`src/rtl/ysyx_22040750_axi_rd_arbiter.sv`:
```
// Two-requester AXI4 read arbiter: icache (m0) and dcache (m1) share one AXI master read port.
// Round-robin grant per burst, held until the burst ends; the R path is routed combinationally to the owner.
module ysyx_22040750_axi_rd_arbiter #(
   parameter int ADDR_W = 32,
   parameter int DATA_W = 64,
   parameter int ID_W   = 4,
   parameter int M0_ID  = 0,
   parameter int M1_ID  = 1
) (
   input  logic              I_clk,
   input  logic              I_rst,
   // requester 0 (icache refill)
   input  logic              I_m0_arvalid,
   output logic              O_m0_arready,
   input  logic [ADDR_W-1:0] I_m0_araddr,
   input  logic [7:0]        I_m0_arlen,
   input  logic [2:0]        I_m0_arsize,
   output logic [DATA_W-1:0] O_m0_rdata,
   output logic              O_m0_rvalid,
   input  logic              I_m0_rready,
   output logic              O_m0_rlast,
   // requester 1 (dcache refill)
   input  logic              I_m1_arvalid,
   output logic              O_m1_arready,
   input  logic [ADDR_W-1:0] I_m1_araddr,
   input  logic [7:0]        I_m1_arlen,
   input  logic [2:0]        I_m1_arsize,
   output logic [DATA_W-1:0] O_m1_rdata,
   output logic              O_m1_rvalid,
   input  logic              I_m1_rready,
   output logic              O_m1_rlast,
   // shared AXI read master
   output logic              O_axi_arvalid,
   input  logic              I_axi_arready,
   output logic [ADDR_W-1:0] O_axi_araddr,
   output logic [7:0]        O_axi_arlen,
   output logic [2:0]        O_axi_arsize,
   output logic [ID_W-1:0]   O_axi_arid,
   output logic [1:0]        O_axi_arburst,
   input  logic              I_axi_rvalid,
   output logic              O_axi_rready,
   input  logic [DATA_W-1:0] I_axi_rdata,
   input  logic              I_axi_rlast,
   input  logic [1:0]        I_axi_rresp,
   output logic              O_err
);

   typedef enum logic [1:0] {S_IDLE, S_ADDR, S_DATA} state_t;

   state_t              r_state;
   logic                r_prio_m0;
   logic                r_gnt_m1;
   logic                r_arvalid;
   logic                r_err;
   logic [ADDR_W-1:0]   r_araddr;
   logic [7:0]          r_arlen;
   logic [2:0]          r_arsize;
   logic [ID_W-1:0]     r_arid;
   logic [7:0]          r_cnt;

   logic w_idle, w_data;
   logic w_gnt0, w_gnt1;
   logic w_rready, w_beat, w_cnt_hit;
   logic w_own0, w_own1;

   assign w_idle    = (r_state == S_IDLE);
   assign w_data    = (r_state == S_DATA);
   // On a tie the pointer picks whoever was not granted last.
   assign w_gnt0    = w_idle & I_m0_arvalid & (~I_m1_arvalid | r_prio_m0);
   assign w_gnt1    = w_idle & I_m1_arvalid & ~w_gnt0;
   assign w_own0    = w_data & ~r_gnt_m1;
   assign w_own1    = w_data &  r_gnt_m1;
   assign w_rready  = (w_own0 & I_m0_rready) | (w_own1 & I_m1_rready);
   assign w_beat    = I_axi_rvalid & w_rready;
   assign w_cnt_hit = (r_cnt == r_arlen);

   always_ff @(posedge I_clk or posedge I_rst) begin
      if (I_rst) begin
         r_state   <= S_IDLE;
         r_prio_m0 <= 1'b1;
         r_gnt_m1  <= 1'b0;
         r_arvalid <= 1'b0;
         r_err     <= 1'b0;
         r_araddr  <= '0;
         r_arlen   <= '0;
         r_arsize  <= '0;
         r_arid    <= '0;
         r_cnt     <= '0;
      end else begin
         case (r_state)
            S_IDLE: begin
               if (w_gnt0) begin
                  r_araddr  <= I_m0_araddr;
                  r_arlen   <= I_m0_arlen;
                  r_arsize  <= I_m0_arsize;
                  r_arid    <= ID_W'(M0_ID);
                  r_gnt_m1  <= 1'b0;
                  r_prio_m0 <= 1'b0;
                  r_arvalid <= 1'b1;
                  r_state   <= S_ADDR;
               end else if (w_gnt1) begin
                  r_araddr  <= I_m1_araddr;
                  r_arlen   <= I_m1_arlen;
                  r_arsize  <= I_m1_arsize;
                  r_arid    <= ID_W'(M1_ID);
                  r_gnt_m1  <= 1'b1;
                  r_prio_m0 <= 1'b1;
                  r_arvalid <= 1'b1;
                  r_state   <= S_ADDR;
               end
            end
            S_ADDR: begin
               if (I_axi_arready) begin
                  r_arvalid <= 1'b0;
                  r_cnt     <= '0;
                  r_state   <= S_DATA;
               end
            end
            S_DATA: begin
               if (w_beat) begin
                  r_cnt <= r_cnt + 8'd1;
                  // rlast must coincide with the arlen-th beat; a bad response is flagged but forwarded
                  if ((I_axi_rlast != w_cnt_hit) || (I_axi_rresp != 2'b00))
                     r_err <= 1'b1;
                  if (I_axi_rlast || w_cnt_hit)
                     r_state <= S_IDLE;
               end
            end
            default: r_state <= S_IDLE;
         endcase
      end
   end

   assign O_m0_arready  = w_gnt0;
   assign O_m1_arready  = w_gnt1;

   assign O_axi_arvalid = r_arvalid;
   assign O_axi_araddr  = r_araddr;
   assign O_axi_arlen   = r_arlen;
   assign O_axi_arsize  = r_arsize;
   assign O_axi_arid    = r_arid;
   assign O_axi_arburst = 2'b01;
   assign O_axi_rready  = w_rready;
   assign O_err         = r_err;

   assign O_m0_rvalid   = w_own0 & I_axi_rvalid;
   assign O_m0_rlast    = w_own0 & I_axi_rlast;
   assign O_m0_rdata    = w_own0 ? I_axi_rdata : '0;
   assign O_m1_rvalid   = w_own1 & I_axi_rvalid;
   assign O_m1_rlast    = w_own1 & I_axi_rlast;
   assign O_m1_rdata    = w_own1 ? I_axi_rdata : '0;

endmodule

```
`config.mk`:
```
export PLATFORM = sky130hd
export DESIGN_NAME = ysyx_22040750_axi_rd_arbiter
export DESIGN_NICKNAME = d
export VERILOG_FILES = /design/src/rtl/ysyx_22040750_axi_rd_arbiter.sv
export SDC_FILE = /design/constraint.sdc
export NUM_CORES = 1
export LEC_CHECK = 0
export CAP_MARGIN = 40
export CORE_AREA = 2 2 134 136
export DETAILED_ROUTE_END_ITERATION = 7
export DIE_AREA = 0 0 136 138
export SYNTH_ARGS = -nofsm -noshare
export SYNTH_HDL_FRONTEND = slang
export SYNTH_SLANG_ARGS = --single-unit
export TNS_END_PERCENT = 10
```
`constraint.sdc`:
```
create_clock -name I_clk -period 2.05 [get_ports I_clk]
set_clock_uncertainty 0.15 [all_clocks]
set_input_delay 0.205 -clock I_clk [delete_from_list [all_inputs] [get_ports I_clk]]
set_output_delay 0.205 -clock I_clk [all_outputs]
set_load 0.005 [all_outputs]
```
==> reports/qor.csv <==
stage;metric;value;unit
cts;clk_path_buf_depth;2;
power;peakVddDrop;0.000462;V
synthesis;synthAdderAreaFrac;0.671;%
cts;clk_pin_slew_worst_paths;0.05;ns
placement;dpl_worst_slack;0.0625;ns
power;combinationalPowerShare;58.6;%
routing;drc_errors;0;
synthesis;synthMuxAreaShare;0.571;%
synthesis;synthArstFlopShare;100;%
cells_and_area;final_cell_mix;clkdlybuf4s50_1, and3_1, dfrtp_1;
critical_path;worstPathRequired;1.69;ns
critical_path;crit_fanout;23;
timing;setup_viol;68;
timing;hold_viol_final;0;
cts;root_buffer;clkbuf_16;
synthesis;synth_seq_area_share;38.3;%
cells_and_area;final_util;43.2;%
synthesis;ys.flop_type;dfrtp_1;
placement;port-buffer-count;341;
status;violations;negative setup slack;
cts;clk-insertion-delay-late;0.32;ns
die;die-area;18800;sq um
grt;antenna_found_initial;0;
die;die_x;136;um
synthesis;synth_edf_count;0;
routing;dr.pass1.iters;6;
synthesis;synth-seq-cells;57;
power;power;7.99;mW
grt;grt_start_max_net_pins;45;
synthesis;syn-cell-area;3730;sq um
die;dieHeight;138;um
synthesis;synth_compound_area_share;15.2;%
routing;ant_nets;0;
die;initial_core_util;21.3;%
cells_and_area;diodes;0;
power;switching_share;35.3;%
routing;wl_per_cell;19.3;um
synthesis;synth_xor_area_share;1.88;%
die;num_rows;49;
critical_path;arrival;1.88;ns
power;p_clk_share;17.1;%
timing;fmax;447;MHz
cts;cts_sinks;57;
die;ios;347;
critical_path;cp-end-kind;primary output;
power;power_density;1060;nW/um^2
power;pwr-share-seq;24.4;%
synthesis;synthDistinctLibCells;44;
timing;slew_viol_final;0;
grt;grtUsageTotal;18.9;%
placement;hpwl;14.7;mm
critical_path;start_kind;flop;
worst_hold_path;hold_path_class;input pin to asynchronous set/reset pin;
cts;htree_levels;3;
critical_path;cpMaxStageDelayCell;clkdlybuf4s50_1;
cells_and_area;synthToLayoutAreaGrowth;103;%
timing;rsz0062_at_grt;yes;
power;p_leak;4.06;nW
timing;worst_slack;-0.189;ns
cells_and_area;final_nets;892;
power;p_int;5.17;mW
synthesis;avgSynthCellArea;9.34;sq um
job;cap_violations;0;
routing;vias;4633;
routing;avgViaCountPerCell;4.81;
placement;globalplace.congestion;0.787;
routing;drtIter0Drc;216;
power;p_sw;2.82;mW
grt;grt_pass1_wl;27.4;mm
routing;drt-total-wl;18.6;mm
cts;cts_tree;done;
cells_and_area;layout_commonest_cell;clkdlybuf4s50_1;
grt;grt_pass1_vias;4596;
timing;timing.final.crit_share;109;%
timing;min_period;2.24;ns
die;core_area;17500;sq um
status;outcome;complete, but fails checks;
cells_and_area;drive_above_1_share;11.9;%
cts;cts_buffers;9;
critical_path;crit_type;flop to primary output;
grt;grt_overflow;0;
timing;fin_setup_tns;-7.09;ns
synthesis;synth_cells;399;
critical_path;worstPathCellList;and2b_4, buf_8, and3_1, clkdlybuf4s50_1;
critical_path;max_stage_delay;0.53;ns
synthesis;synth_top_family_by_area;simple AND/OR/NAND/NOR gates;
synthesis;synthSimpleGateAreaFrac;35.8;%
synthesis;synth_warnings;0;
-- worst max-delay path: cells and delay by family (launching register included) --
kind / cells / cell delay (ns)
simple gates: 2 / 0.50
buf+inv: 2 / 0.70
flops: 1 / 0.37
-- sequential cells by signal, summed over array words and instances, names as in the netlist --
signal / count
O_axi_araddr: 32
O_axi_arid: 1
O_axi_arlen: 8
O_axi_arsize: 3
O_axi_arvalid: 1
O_err: 1
r_cnt: 8
r_prio_m0: 1
r_state: 2
-- per-stage QoR --
stage | area [sq um] | hold WS [ns] | instances
6_report | 7570 | 0.0760 | 963
5_1_grt | 7570 | 0.0982 | 963
4_1_cts | 7610 | 0.0858 | 960
3_5_place_dp | 7420 | 0.329 | 944
3_3_place_gp | 7420 | 0.317 | 944
2_1_floorplan | 3740 | 0.154 | 402
-- cell families (layout without fill, tap and decap cells) --
family,after synthesis,count (layout)
buffers and inverters,54,386
AND/OR/NAND/NOR,212,212
other,2,5
multiplexers,2,2
adder cells (fa/ha/maj),2,2
flip-flops,57,57
AO/OA/AOI/OAI,62,62
XOR/XNOR,8,8
-- final cells by class --
type                            count  area (sq um)
Tap cell                          229           287
Timing Repair Buffer              366          3500
Clock inverter                      3          15.0
Sequential cell                    57          1430
Clock buffer                       13           260
Inverter                            4          15.0
Multi-Input combinational cell    291          2060
Fill cell                        1711          9970
-- final timing paths --
check / start / endpoint / slack (ns) / cells after the start
worst max-delay path: r_state[0] / O_m0_rdata[13] / -0.19 / 4
worst min-delay path: I_rst / r_state[0] / 0.08 / 2
worst max register to register: r_state[0] / O_axi_arsize[1] / 0.20 / 6
worst min register to register: O_err / O_err / 0.33 / 1
max in group asynchronous: I_rst / O_axi_araddr[27] / 1.13 / 3
min in group I_clk: I_axi_arready / r_state[0] / 0.33 / 2
-- power by group through the flow --
stage / Sequential (mW) / Clock (mW) / Combinational (mW)
floorplan: 1.93 / 0 / 2.10
global placement: 1.95 / 0 / 4.72
detailed placement: 1.95 / 0 / 4.79
CTS: 1.95 / 1.40 / 4.66
global route: 2.02 / 1.46 / 5.06
finish: 1.95 / 1.36 / 4.68
-- what timing repair did --
item / in CTS / in global routing
hold buffers: 0 / 0
setup buffers: 0 / 2
gates cloned: 0 / 1
setup endpoints to repair: 135 / 97
resized for setup: 90 / 72
hold endpoints to repair: 0 / 0
pin swaps: 1 / 0
-- routing by layer --
metal  vias to the layer above  GRT usage [%]  wire, um
li1                       2168              -         -
met1                      2184           21.0      6820
met2                       252           35.3      9880
met3                        29           4.29      1570
met4                         0           5.76       355
met5                         -              0         0
-- cells in the mapped netlist (all sizes together), types with 2 or more instances --
library cell  instances  area, sq um
clkbuf               22         82.6
nor3                  5         25.0
buf                  28          180
nand3                 7         47.6
inv                   4         15.0
nor4                  3         33.8
nor2                  5         26.3
nand2b                3         18.8
nand2                 9         48.8
a221o                43          430
ha                    2         25.0
a21oi                 3         26.3
and3                174         1090
and2                  2         12.5
dfrtp                56         1400
o21ai                 7         35.0
conb                  2         7.51
xor2                  8         70.1
No activity file was read; power rests on OpenSTA's default activity.
